## config.mk

```make
export PLATFORM = sky130hd
export DESIGN_NAME = riscv_ifu
export DESIGN_NICKNAME = d
export VERILOG_FILES = /design/src/rtl/riscv_isa_pkg.sv /design/src/rtl/riscv_ifu_hwb.sv /design/src/rtl/riscv_ifu.sv
export SDC_FILE = /design/constraint.sdc
export NUM_CORES = 1
export LEC_CHECK = 0
export BUFFER_PORTS_ARGS = -buffer_cell sky130_fd_sc_hd__buf_2
export CORE_MARGIN = 5
export CORE_UTILIZATION = 56
export DETAILED_ROUTE_END_ITERATION = 10
export PLACE_DENSITY = 0.79
export SETUP_SLACK_MARGIN = 0.02
export SLEW_MARGIN = 20
export SYNTH_ARGS = -nofsm -noshare
export SYNTH_HDL_FRONTEND = slang
export SYNTH_SLANG_ARGS = --single-unit
```

## constraint.sdc

```tcl
create_clock -name clk -period 7.3 [get_ports clk]
set_input_delay 1.095 -clock clk [delete_from_list [all_inputs] [get_ports clk]]
set_output_delay 1.095 -clock clk [all_outputs]
set_load 0.03 [all_outputs]
```

## src/rtl/riscv_isa_pkg.sv

```systemverilog
// Shared RISC-V ISA helpers for the core.
//   opsiz()        : instruction size in bytes (2 or 4) from its first halfword
//   IFU_HWB_DEPTH  : halfword capacity of the fetch realignment buffer
package riscv_isa_pkg;

  localparam int IFU_HWB_DEPTH = 4;

  typedef logic [15:0] hw_t;

  // Low two opcode bits 2'b11 mark a 32-bit instruction; anything else is
  // a 16-bit compressed one. The mask form reads every bit of the argument.
  function automatic logic [2:0] opsiz(input hw_t op);
    return ((op & 16'h0003) == 16'h0003) ? 3'd4 : 3'd2;
  endfunction

endpackage

```

## src/rtl/riscv_ifu_hwb.sv

```systemverilog
// Halfword shift buffer for instruction realignment.
//   clk, rst      : clock, asynchronous active-high reset
//   i_flush       : drop all held halfwords (wins over consume/append)
//   i_cons        : halfwords removed from the head this cycle (0..2)
//   i_app_n       : halfwords appended this cycle (0..2)
//   i_app_dat     : appended data, lower halfword goes in first
//   o_hw0, o_hw1  : two oldest halfwords (head first)
//   o_cnt         : halfwords held (0..IFU_HWB_DEPTH)
module riscv_ifu_hwb
  import riscv_isa_pkg::*;
(
  input  logic        clk,
  input  logic        rst,
  input  logic        i_flush,
  input  logic [1:0]  i_cons,
  input  logic [1:0]  i_app_n,
  input  logic [31:0] i_app_dat,
  output logic [15:0] o_hw0,
  output logic [15:0] o_hw1,
  output logic [2:0]  o_cnt
);

  logic [16*IFU_HWB_DEPTH-1:0] r_buf;
  logic [2:0]                  r_cnt;
  logic [16*IFU_HWB_DEPTH-1:0] w_nxt;
  logic [2:0]                  w_cnt_s;

  // Consumption shifts the head out first; the new halfwords then land
  // right after whatever survives the shift.
  always_comb begin
    w_cnt_s = r_cnt - {1'b0, i_cons};
    w_nxt   = r_buf >> {i_cons, 4'b0000};
    for (int k = 0; k < IFU_HWB_DEPTH; k++) begin
      if (i_app_n != 2'd0 && w_cnt_s == 3'(k))
        w_nxt[16*k +: 16] = i_app_dat[15:0];
      if (i_app_n == 2'd2 && (w_cnt_s + 3'd1) == 3'(k))
        w_nxt[16*k +: 16] = i_app_dat[31:16];
    end
  end

  always_ff @(posedge clk or posedge rst) begin
    if (rst) begin
      r_buf <= '0;
      r_cnt <= 3'd0;
    end else if (i_flush) begin
      r_cnt <= 3'd0;
    end else begin
      r_buf <= w_nxt;
      r_cnt <= w_cnt_s + {1'b0, i_app_n};
    end
  end

  assign o_hw0 = r_buf[15:0];
  assign o_hw1 = r_buf[31:16];
  assign o_cnt = r_cnt;

endmodule

```

## src/rtl/riscv_ifu.sv

```systemverilog
// RISC-V instruction fetch unit: issues word-aligned fetches, realigns the
// returned words through a halfword buffer and hands out one 16- or 32-bit
// instruction per handshake. PC redirects flush everything in flight.
//   clk, rst                   : clock, asynchronous active-high reset
//   i_jmp_vld, i_jmp_adr       : redirect strobe and target (bit 0 ignored)
//   o_ifb_vld, o_ifb_adr       : fetch request, word address
//   i_ifb_rdy, i_ifb_rdt       : request accept, read data one cycle later
//   o_ins_vld, i_ins_rdy       : instruction handshake to the decoder
//   o_ins_pc, o_ins_op, o_ins_siz : instruction address, bits, size in bytes
//
// Handshakes: a transfer happens on a cycle where valid & ready are both
// high; valid never waits for ready, and request/instruction fields stay
// stable while valid is high and ready is low (a redirect may cancel them).
module riscv_ifu
  import riscv_isa_pkg::*;
#(
  parameter logic [31:0] PC_RST = 32'h0000_0000,
  parameter logic        CEXT   = 1'b1
)(
  input  logic        clk,
  input  logic        rst,
  input  logic        i_jmp_vld,
  input  logic [31:0] i_jmp_adr,
  output logic        o_ifb_vld,
  output logic [31:0] o_ifb_adr,
  input  logic        i_ifb_rdy,
  input  logic [31:0] i_ifb_rdt,
  output logic        o_ins_vld,
  input  logic        i_ins_rdy,
  output logic [31:0] o_ins_pc,
  output logic [31:0] o_ins_op,
  output logic [2:0]  o_ins_siz
);

  logic [31:0] r_pc;
  logic [31:0] r_fad;
  logic        r_pnd;
  logic        r_skp;

  logic [15:0] w_hw0;
  logic [15:0] w_hw1;
  logic [2:0]  w_cnt;
  logic [2:0]  w_siz;
  logic [3:0]  w_occ;
  logic        w_ins_vld;
  logic        w_ifb_vld;
  logic        w_ifb_hs;
  logic        w_ins_hs;
  logic [1:0]  w_cons;
  logic [1:0]  w_app_n;
  logic [31:0] w_app_dat;

  assign w_siz     = CEXT ? opsiz(w_hw0) : 3'd4;
  assign w_ins_vld = (w_siz == 3'd2 && w_cnt >= 3'd1) ||
                     (w_siz == 3'd4 && w_cnt >= 3'd2);

  // Buffered plus in-flight halfwords; fetching only while this is <= 2
  // keeps the 4-deep buffer from ever overflowing.
  assign w_occ     = {1'b0, w_cnt} + {2'b00, r_pnd, 1'b0};
  assign w_ifb_vld = !rst && !i_jmp_vld && (w_occ <= 4'd2);
  assign w_ifb_hs  = w_ifb_vld && i_ifb_rdy;

  // A handshake in a redirect cycle is accepted but leaves no trace.
  assign w_ins_hs  = w_ins_vld && i_ins_rdy && !i_jmp_vld;
  assign w_cons    = w_ins_hs ? w_siz[2:1] : 2'd0;

  // After a halfword-aligned redirect the first response carries one
  // halfword before the target, which is dropped.
  assign w_app_n   = (!r_pnd || i_jmp_vld) ? 2'd0 : (r_skp ? 2'd1 : 2'd2);
  assign w_app_dat = r_skp ? {16'h0000, i_ifb_rdt[31:16]} : i_ifb_rdt;

  riscv_ifu_hwb u_hwb (
    .clk       (clk),
    .rst       (rst),
    .i_flush   (i_jmp_vld),
    .i_cons    (w_cons),
    .i_app_n   (w_app_n),
    .i_app_dat (w_app_dat),
    .o_hw0     (w_hw0),
    .o_hw1     (w_hw1),
    .o_cnt     (w_cnt)
  );

  always_ff @(posedge clk or posedge rst) begin
    if (rst) begin
      r_pc  <= PC_RST;
      r_fad <= PC_RST & ~32'h3;
      r_pnd <= 1'b0;
      r_skp <= PC_RST[1];
    end else if (i_jmp_vld) begin
      r_pc  <= i_jmp_adr & ~32'h1;
      r_fad <= i_jmp_adr & ~32'h3;
      r_pnd <= 1'b0;
      r_skp <= i_jmp_adr[1];
    end else begin
      r_pnd <= w_ifb_hs;
      if (w_ifb_hs) r_fad <= r_fad + 32'd4;
      if (w_ins_hs) r_pc  <= r_pc + {29'd0, w_siz};
      if (r_pnd)    r_skp <= 1'b0;
    end
  end

  assign o_ifb_vld = w_ifb_vld;
  assign o_ifb_adr = r_fad;
  assign o_ins_vld = w_ins_vld;
  assign o_ins_pc  = r_pc;
  // An empty buffer presents the idle values (op 0, size 4) rather than
  // whatever stale halfwords remain after a flush.
  assign o_ins_siz = (w_cnt == 3'd0) ? 3'd4 : w_siz;
  assign o_ins_op  = (w_cnt == 3'd0) ? 32'h0 :
                     (w_siz == 3'd4) ? {w_hw1, w_hw0} : {16'h0000, w_hw0};

endmodule
```

## Yosys cells after proc, flatten, opt, wreduce, memory -nomap -nowiden

Index checks and enable logic that the tools add are counted.

| cells by class | value |
|---|---|
| add/subtract/negate cells | 6 |
| order comparisons | 3 |
| mux-type cells | 24 |
| reductions and logical operators | 27 |
| equal/unequal tests | 10 |
| shifts and indexed selects | 1 |

Operators with widths:

| operator | number |
|---|---|
| two-way mux 32 bit | 7 |
| two-way mux 16 bit | 8 |
| right shift 64 x 6 -> 64 bit | 1 |
| adder 32 x 3 -> 32 bit | 1 |
| adder 32 x 3 -> 32 bit, second input constant | 1 |
| == test 3 x 2 -> 1 bit, second input constant | 5 |
| logical AND 1 bit | 15 |
| zero test 3 bit | 3 |
| two-way mux 3 bit | 3 |
| nonzero test 2 bit | 4 |
| == test 3 x 1 -> 1 bit, second input constant | 2 |
| two-way mux 2 bit | 3 |
| adder 3 x 2 -> 4 bit | 1 |
| == test 2 bit, second input constant | 2 |
| less-or-equal comparator 4 x 2 -> 1 bit, second input constant | 1 |
| adder 3 x 1 -> 3 bit, second input constant | 1 |
| adder 3 x 2 -> 3 bit | 1 |
| == test 3 bit, second input constant | 1 |
| greater-or-equal comparator 3 x 1 -> 1 bit, second input constant | 1 |
| greater-or-equal comparator 3 x 2 -> 1 bit, second input constant | 1 |
| zero test 1 bit | 3 |
| two-way mux 1 bit | 3 |
| subtractor 3 x 2 -> 3 bit | 1 |
| logical OR 1 bit | 2 |

| word-level totals | value |
|---|---|
| word-level logic and storage cells | 77 |
| output and inout bits | 101 |
| flip-flop bits (word level) | 133 |
| input bits | 69 |

## Logic depth before layout (Yosys ltp)

Gate-level depths: netlist of run 1.

| depth | value |
|---|---|
| depth after elaboration | 13 |
| depth in mapped cells | 16 |
| gate-level depth less buffers | 13 |

## Hierarchy

Synthesis of run 1 repeated with hierarchy kept, for this count alone.

| unflattened totals | value |
|---|---|
| cell total of the unflattened synthesis | 1,068 |
| area total of the unflattened synthesis | 9,514.1 µm² |

Modules (own cells, without submodules):

| module | sequential area each (µm²) | instances | cells each | area an instance (µm²) |
|---|---|---|---|---|
| riscv_ifu_hwb | 1,676.6 | 1 | 594 | 5,084.9 |
| riscv_ifu | 1,576.5 | 1 | 474 | 4,429.2 |

## Worst setup path after synthesis of run 1

Ideal clock, no wire load.

| path | value |
|---|---|
| path kind | input-to-output |
| from | in rst |
| to | out o_ifb_vld |
| data arrival time | 5.169 ns |
| required time | 6.205 ns |
| slack | 1.036 ns |
| cell stages on the path | 3 |
| path buffers | 0 |
| cell sequence | inv_1 > o21ai_0 > nor2_1 |

| on the way | value |
|---|---|
| longest elaborated chain between the ends | 3 |

Ends and longest elaborated chain:

| item | RTL line | text |
|---|---|---|
| start, declared | riscv_ifu.sv:21 | `input logic rst,` |
| zero test 1 bit (no source line) | n/a |  |
| logical AND 1 bit (2 in a row) | riscv_ifu.sv:60 | `assign w_ifb_vld = !rst && !i_jmp_vld && (w_occ <= 4'd2);` |
| end, declared | riscv_ifu.sv:24 | `output logic o_ifb_vld,` |

No other way between the ends.

## Final worst setup path of run 1

| path | value |
|---|---|
| from | in i_jmp_vld |
| to | reg u_hwb.r_buf[0] |

| on the way | value |
|---|---|
| longest elaborated chain between the ends | 8 |
| elaborated cells on any way between the ends | 16 |
| those cells by class | 2 x add/sub; 1 x eq/ne; 1 x shift; 4 x mux; 8 x reduce/logical |

Ends and longest elaborated chain:

| item | RTL line | text |
|---|---|---|
| start, declared | riscv_ifu.sv:22 | `input logic i_jmp_vld,` |
| zero test 1 bit | riscv_ifu.sv:64 | `assign w_ins_hs = w_ins_vld && i_ins_rdy && !i_jmp_vld;` |
| logical AND 1 bit | riscv_ifu.sv:64 |  |
| two-way mux 2 bit | riscv_ifu.sv:65 | `assign w_cons = w_ins_hs ? w_siz[2:1] : 2'd0;` |
| subtractor 3 x 2 -> 3 bit | riscv_ifu_hwb.sv:31 | `w_cnt_s = r_cnt - {1'b0, i_cons};` |
| adder 3 x 1 -> 3 bit / zero test 3 bit (equally long branches) | riscv_ifu_hwb.sv:36, riscv_ifu_hwb.sv:34 |  |
| zero test 3 bit / logical AND 1 bit (equally long branches) | riscv_ifu_hwb.sv:36, riscv_ifu_hwb.sv:34 |  |
| logical AND 1 bit / two-way mux 16 bit (equally long branches) | riscv_ifu_hwb.sv:36, riscv_ifu_hwb.sv:34 |  |
| two-way mux 16 bit | riscv_ifu_hwb.sv:36 | `if (i_app_n == 2'd2 && (w_cnt_s + 3'd1) == 3'(k))` |
| end signal, assigned | riscv_ifu_hwb.sv:48 | `r_buf <= w_nxt;` |
| end, declared | riscv_ifu_hwb.sv:23 | `logic [16*IFU_HWB_DEPTH-1:0] r_buf;` |

Parallel ways exist; a longest one is shown, timed or not.
A chain may end at the register's enable or synchronous reset.

==> results of run 1 <==
-- routing by layer --
| layer | track usage | wire, um | share of wire |
|---|---|---|---|
| met5 | 0 | 0 | 0 |
| met2 | 0.443 | 11100 | 0.47 |
| met3 | 0.0826 | 2350 | 0.10 |
| met4 | 0.0933 | 501 | 0.021 |
| met1 | 0.377 | 9540 | 0.41 |
-- cell usage in the layout, fill, tap and decap left out, types with 20 or more instances in the layout --
master / instances
sky130_fd_sc_hd__a221oi_1: 28
sky130_fd_sc_hd__a211oi_1: 34
sky130_fd_sc_hd__a221o_1: 48
sky130_fd_sc_hd__xnor2_1: 27
sky130_fd_sc_hd__mux2i_1: 32
sky130_fd_sc_hd__nor2_1: 23
sky130_fd_sc_hd__nand3_1: 20
sky130_fd_sc_hd__nor3_1: 33
sky130_fd_sc_hd__buf_2: 164
sky130_fd_sc_hd__nand2_1: 41
sky130_fd_sc_hd__dfrtp_1: 130
-- stage by stage --
step                      total power, W  hold WS, ns  instances  worst slack, ns
final                            0.00287        0.503       1107             2.26
after global routing             0.00300        0.516       1106             1.96
after CTS                        0.00286        0.508       1106             2.30
after detailed placement         0.00192        0.495       1074             1.85
after global placement           0.00190        0.489       1074             1.92
after floorplan                  0.00167        0.471        776             1.04
-- logic make-up after synthesis --
kind of cell / Yosys count / synth area share
flops: 130 / 0.411
compound gates: 225 / 0.238
simple gates: 233 / 0.173
buf+inv: 84 / 0.0480
fa+ha+maj: 12 / 0.0218
other cells: 1 / 0.000474
mux: 46 / 0.0604
xor+xnor: 42 / 0.0474
-- state kept, by name, indices dropped and copies added, names as in the netlist --
signal and flops:
u_hwb.r_buf 64, o_ins_pc 31, o_ifb_adr 30, u_hwb.o_cnt 3, r_pnd 1, r_skp 1
-- cell usage after synthesis, types with 14 or more instances --
| library cell | count | area [um2] |
|---|---|---|
| sky130_fd_sc_hd__nor3_1 | 33 | 165 |
| sky130_fd_sc_hd__o221ai_1 | 15 | 131 |
| sky130_fd_sc_hd__a221oi_1 | 28 | 245 |
| sky130_fd_sc_hd__a21oi_1 | 16 | 80.1 |
| sky130_fd_sc_hd__nor2_1 | 24 | 90.1 |
| sky130_fd_sc_hd__xor2_1 | 14 | 123 |
| sky130_fd_sc_hd__clkbuf_1 | 32 | 120 |
| sky130_fd_sc_hd__xnor2_1 | 27 | 236 |
| sky130_fd_sc_hd__buf_2 | 19 | 95.1 |
| sky130_fd_sc_hd__a211oi_1 | 34 | 255 |
| sky130_fd_sc_hd__nand3_1 | 20 | 100 |
| sky130_fd_sc_hd__a221o_1 | 48 | 480 |
| sky130_fd_sc_hd__dfrtp_1 | 130 | 3250 |
| sky130_fd_sc_hd__o221a_2 | 14 | 158 |
| sky130_fd_sc_hd__nand2_1 | 41 | 154 |
| sky130_fd_sc_hd__mux2i_1 | 32 | 320 |
| sky130_fd_sc_hd__nor4_1 | 14 | 87.6 |
| sky130_fd_sc_hd__inv_1 | 20 | 75.1 |
| sky130_fd_sc_hd__and2_1 | 19 | 119 |
| sky130_fd_sc_hd__o21ai_0 | 16 | 80.1 |
| sky130_fd_sc_hd__nor2b_1 | 18 | 113 |
-- how the worst max path moves through the flow --
stage                   start                          to  slack (ns)  depth (start not counted)
floorplan                 rst                   o_ifb_vld        1.04                          3
global placement    i_jmp_vld  u_hwb.r_buf[3]$_DFFE_PP0P_        1.92                         16
CTS                 i_jmp_vld  u_hwb.r_buf[2]$_DFFE_PP0P_        2.30                         16
detailed placement  i_jmp_vld  u_hwb.r_buf[5]$_DFFE_PP0P_        1.85                         16
global route        i_jmp_vld  u_hwb.r_buf[2]$_DFFE_PP0P_        1.96                         16
finish              i_jmp_vld  u_hwb.r_buf[0]$_DFFE_PP0P_        2.26                         16
-- layout make-up --
type,instances,area [um2]
diodes,1,2.50
clock buffers,19,443
clock inverters,13,206
fillers,1132,4420
inverters,24,92.6
multi-input cells,562,4310
flip-flops and latches,130,3250
well taps,180,225
repair buffers,178,926
-- where the power goes --
part	total [W]	switching, W	leakage [nW]	internal (W)
registers	0.00110	0.000191	1.55	0.000912
clock network	0.000945	0.000330	0.313	0.000615
logic	0.000818	0.000466	2.11	0.000352
total	0.00287	0.000987	3.97	0.00188
-- worst register-to-register path: cells and delay by family, from the launching register on --
family          cells  cell delay, ns
simple gates        5            0.63
buf+inv             5            1.29
compound gates      2            0.87
fa+ha+maj           3            0.98
xor+xnor            1            0.40
flops               1            0.48
==> impl_results.rst, run 1 <==
.. list-table::
   :header-rows: 1

   * - Metric
     - Value
   * - Result of the run
     - complete, no violations
   * - Total non-filler cell area in the finished layout
     - 9460 um2
   * - Instance area after placement
     - 8810 um2
   * - R2r worst-path depth
     - 16
   * - Critical Path Slowest Stage Cell
     - sky130_fd_sc_hd__buf_4
   * - Total Neg Setup Slack
     - 0 ns
   * - Capture point of the worst reg-to-reg path
     - u_hwb.r_buf[0]$_DFFE_PP0P_
   * - First drt pass iteration count
     - 7
   * - Achievable Freq
     - 0.199 GHz
   * - Maximum buffer depth of the clock tree
     - 2
   * - CTS tree
     - built
   * - Routed WL
     - 23,500 um
   * - Area overhead of the layout relative to synthesis
     - 19.5%
   * - Post-layout min period
     - between 5 and 6 ns
   * - Cts bufs inserted
     - 17
   * - Average wire per standard cell
     - between 20 and 25 um
   * - Global Route Usage Sum
     - 0.282
   * - Buffer and inverter count on the worst path
     - 5
   * - EDFF count, synth
     - 0
   * - Hold bufs inserted after CTS
     - 0
   * - Detail-routed via count per cell
     - 6.63
   * - Hold Path Origin
     - u_hwb.r_buf[7]$_DFFE_PP0P_
   * - Max-cap check violation count
     - 0
   * - Register clock-pin slew on the reported worst setup and hold paths
     - 0.06 ns
   * - Pwr per Cell Area
     - 303 nW/um2
   * - Gates resized, CTS repair
     - 0
   * - Netlist cell types
     - between 70 and 80
   * - Worst Hold Path Cells
     - 1
   * - Drt initial violations
     - 678
   * - Count of input and output buffers
     - 164
   * - Max Clock Skew
     - 0.0101 ns
   * - Average footprint of a synthesized cell
     - 10.2 um2
   * - Post-Route Utilization
     - 0.682
   * - Routability congestion estimate
     - 0.850
   * - Overall die height
     - 129 um
   * - Worst reg-to-reg setup slack
     - between 2 and 3 ns
   * - Slew Limit Fails
     - 0
   * - Hold violation count in the final report
     - 0
   * - Count of synthesis-stage warnings from yosys
     - 0
   * - Share of async-settable or async-resettable flops after synthesis
     - 1.00
   * - Synth Flop Type
     - sky130_fd_sc_hd__dfrtp_1
   * - IO Pins
     - 170
   * - Worst ir drop on vdd
     - 0.000183 V
   * - Antenna Violating Nets Remaining
     - 0
   * - Number of global-route vias before repair
     - 7,079
   * - Starting density of the core
     - 0.570
   * - Worst Setup End Kind
     - register
   * - Grt ovf
     - 0
   * - WP data required
     - 7.61 ns
   * - Destination of the worst hold path
     - u_hwb.r_buf[7]$_DFFE_PP0P_
   * - Root buffer selected by CTS
     - sky130_fd_sc_hd__clkbuf_16
   * - Number of rows created at floorplan
     - 43
   * - Die ar.
     - 16,600 um2
   * - Total number of vias
     - 7,342
   * - Nets
     - 994
   * - Horiz. Die Dim
     - roughly 130 um
   * - Post-synthesis cell count
     - 773
   * - Cell breakdown of the critical path
     - buf_2 > nand2b_1 > nor3_4 > buf_4 > ha_1 > inv_1 > fa_1 > xnor2_2 > inv_1 > ha_1 > nand2b_1 > nor4_4 > buf_4 > nor2_1 > a21o_1 > a221o_1
   * - Total core area
     - 13,900 um2
   * - # setup viols final
     - 0
   * - P_leak
     - ~4.0 nW
   * - Wire length of the first global-routing pass
     - 37,200 um
   * - Htree depth
     - 4
   * - CP max stage delay
     - 0.53 ns
   * - Total standard cell area after synthesis
     - between 7000 and 8000 um2
   * - Post-CTS Setup Inserts
     - 0
   * - Seq cells post-synth
     - 130
   * - Largest net degree at the start of global routing
     - 69
   * - Residual DRC count
     - 0
   * - Class of the tightest hold or removal check
     - register to register
   * - Unrepaired setup endpoints after global routing
     - false
   * - Crit Path Max Fanout
     - between 40 and 50
   * - Share of layout cells above drive strength 1
     - 0.289
   * - Slew Limit Headroom
     - 0.301
   * - CTS Sinks
     - 130
   * - Share of the yosys chip area belonging to registers
     - 0.411
   * - Delay-heaviest family, CP
     - buffers and inverters
   * - Insertion delay of the later-clocked pin in the worst-skew pair
     - 0.43 ns
   * - HPWL after detailed placement
     - between 15,000 and 20,000 um
   * - CP Launch Type
     - input pin
   * - CP arrival
     - 5.34 ns
   * - WS Path Type
     - input pin to register
   * - Slew at the pin closest to its max-slew limit
     - between 1 and 1.5 ns
   * - Startpoint of the lowest-slack register-to-register path
     - u_hwb.o_cnt[2]$_DFF_PP0_
   * - Antenna violations before repair
     - 0
   * - Crit share post-route
     - 0.690
No activity file was read; power rests on OpenSTA's default activity.
==> run 2, diff against run 1 <==
==> constraint.sdc (replaced) <==
create_clock -name clk -period 5.05 [get_ports clk]
set_input_delay 0.7575 -clock clk [delete_from_list [all_inputs] [get_ports clk]]
set_output_delay 0.7575 -clock clk [all_outputs]
set_load 0.03 [all_outputs]
==> impl_results.rst, run 2 (synthesis gave the netlist of run 1 again) <==
.. list-table::
   :header-rows: 1

   * - Metric
     - Value
   * - Post-layout min period
     - 3.89 ns
   * - Achievable Freq
     - around 0.26 GHz
   * - Number of rows created at floorplan
     - 43
   * - Drt initial violations
     - 873
   * - Commonest cells after routing, fill and taps aside
     - sky130_fd_sc_hd__buf_2, sky130_fd_sc_hd__dfrtp_1, sky130_fd_sc_hd__a221o_1
   * - Slew at the pin closest to its max-slew limit
     - ~0.90 ns
   * - Average wire per standard cell
     - 21.2 um
   * - WP data required
     - 5.35 ns
   * - Grt ovf
     - 0
   * - Overall die height
     - 129 um
   * - Cts bufs inserted
     - 17
   * - Antenna Violating Nets Remaining
     - 0
   * - Die ar.
     - 16,600 um2
   * - Total core area
     - 13,900 um2
   * - # diodes
     - 0
   * - Sequential cell area
     - 3250 um2
   * - Worst Setup End Kind
     - register
   * - CP arrival
     - 4.20 ns
   * - Final instance count without filler cells
     - 1,106
   * - Count of input and output buffers
     - 164
   * - WS Path Type
     - register to register
   * - Max Clock Skew
     - 0.00589 ns
   * - Residual DRC count
     - 0
   * - Crit Path Max Fanout
     - 14
   * - Horiz. Die Dim
     - 129 um
   * - Clock share of power
     - 0.296
   * - First drt pass iteration count
     - 5
   * - Number of global-route vias before repair
     - 7,220
   * - CTS tree
     - built
   * - Wire length of the first global-routing pass
     - 37,700 um
   * - Area used by multi-input combinational logic
     - 4310 um2
   * - Hold bufs inserted after CTS
     - 0
   * - Antenna violations before repair
     - 0
   * - Top register by number of flip-flops
     - u_hwb.r_buf
   * - Crit share post-route
     - 0.771
   * - Slew Limit Headroom
     - 0.399
   * - Root buffer selected by CTS
     - sky130_fd_sc_hd__clkbuf_16
   * - Filler cells
     - 1,095
   * - Htree depth
     - 4
   * - Routed WL
     - 23,400 um
   * - Slew Limit Fails
     - 0
   * - Area overhead of the layout relative to synthesis
     - 18.6%
   * - Share of layout cells above drive strength 1
     - 0.288
   * - CTS Sinks
     - 130
   * - Switching Fraction
     - 0.352
   * - Pwr per Cell Area
     - roughly 420 nW/um2
   * - Max-cap check violation count
     - 0
   * - Power share of the combinational group
     - 0.297
   * - Maximum buffer depth of the clock tree
     - 2
   * - Starting density of the core
     - 0.570
   * - Total Neg Setup Slack
     - 0 ns
   * - Result of the run
     - complete, no violations
   * - Detail-routed via count per cell
     - 6.75
   * - Proportion of power drawn by flip-flops and latches
     - 0.407
   * - Gates resized, CTS repair
     - 0
   * - Largest net degree at the start of global routing
     - 82
   * - Hold violation count in the final report
     - 0
   * - Number of placed cells counting well taps
     - approximately 1.1k
   * - Internal Power
     - 0.00257 W
   * - Routability congestion estimate
     - 0.884
   * - Insertion delay of the later-clocked pin in the worst-skew pair
     - 0.42 ns
   * - CP Launch Type
     - register
   * - Most common library cell in the layout ignoring fill and taps
     - sky130_fd_sc_hd__buf_2
   * - Global Route Usage Sum
     - 0.287
   * - Total number of vias
     - about 7.5k
   * - Max reg flops
     - 64
   * - Class of the tightest hold or removal check
     - register to register
   * - Unrepaired setup endpoints after global routing
     - false
   * - IO Pins
     - 170
   * - # setup viols final
     - 0
   * - Worst ir drop on vdd
     - 0.000247 V
   * - Post-CTS Setup Inserts
     - 0
   * - Register clock-pin slew on the reported worst setup and hold paths
     - 0.06 ns
   * - Nets
     - 997
   * - P_leak
     - approximately 3.9 nW
   * - HPWL after detailed placement
     - 15,400 um
   * - Psw
     - 0.00139 W
[run 2: worst max-delay path: stages (launching register included)]
cell and delay (ns):
sky130_fd_sc_hd__dfrtp_1 0.43, sky130_fd_sc_hd__and2_1 0.33, sky130_fd_sc_hd__inv_2 0.14, sky130_fd_sc_hd__nor3_4 0.21
sky130_fd_sc_hd__inv_2 0.07, sky130_fd_sc_hd__fa_1 0.43, sky130_fd_sc_hd__xnor2_2 0.41, sky130_fd_sc_hd__inv_1 0.09
sky130_fd_sc_hd__ha_1 0.31, sky130_fd_sc_hd__nand2b_1 0.16, sky130_fd_sc_hd__nor2_1 0.17, sky130_fd_sc_hd__nand3_1 0.52
sky130_fd_sc_hd__o221a_2 0.48
[run 2: final cells by class]
type                       instances  share of cell area
clock buffer                      23              0.0498
clock inverter                     6             0.00879
inverter                          24             0.00999
multi-input combinational        562               0.459
sequential                       130               0.347
tap                              180              0.0240
timing repair buffer             181               0.101
[run 2: routing by layer]
layer  share of wire  vias up  routed length, um  GRT usage
met5               0        -                  0          0
met4           0.028        0                654      0.122
met3           0.087       54               2050     0.0656
met2            0.47      401              10900      0.448
met1            0.42     3679               9800      0.385
li1                -     3329                  -          -
[run 2: path summary, 6_finish.rpt]
check                      depth (start not counted)  slack [ns]                     endpoint                        start
setup reg to reg                                  12        1.16  u_hwb.r_buf[45]$_DFFE_PP0N_   u_hwb.r_buf[1]$_DFFE_PP0P_
max in group asynchronous                          4        3.32  u_hwb.r_buf[57]$_DFFE_PP0N_                          rst
hold / removal                                     1        0.51  u_hwb.r_buf[13]$_DFFE_PP0P_  u_hwb.r_buf[13]$_DFFE_PP0P_
hold reg to reg                                    1        0.51  u_hwb.r_buf[13]$_DFFE_PP0P_  u_hwb.r_buf[13]$_DFFE_PP0P_
setup / recovery                                  12        1.16  u_hwb.r_buf[45]$_DFFE_PP0N_   u_hwb.r_buf[1]$_DFFE_PP0P_
min in group asynchronous                          3        0.54    o_ifb_adr[28]$_DFFE_PP0N_                          rst
[run 2: stage by stage]
| step | utilization | hold slack, ns | cell area, um2 | setup WS, ns | total power (W) |
|---|---|---|---|---|---|
| after floorplan | - | 0.471 | 7930 | 0.870 | 0.00242 |
| after global placement | 0.636 | 0.488 | 8830 | 0.895 | 0.00275 |
| after detailed placement | 0.636 | 0.493 | 8830 | 0.899 | 0.00278 |
| after CTS | 0.676 | 0.509 | 9380 | 1.17 | 0.00396 |
| after global routing | 0.676 | 0.529 | 9390 | 0.777 | 0.00416 |
| final | 0.676 | 0.508 | 9390 | 1.16 | 0.00396 |
[run 2: power by group through the flow]
stage / logic [W] / registers, W / clock network (W)
2_1_floorplan: 0.000800 / 0.00162 / 0
3_3_place_gp: 0.00115 / 0.00160 / 0
3_5_place_dp: 0.00118 / 0.00161 / 0
4_1_cts: 0.00118 / 0.00160 / 0.00118
5_1_grt: 0.00128 / 0.00165 / 0.00123
6_report: 0.00118 / 0.00161 / 0.00117
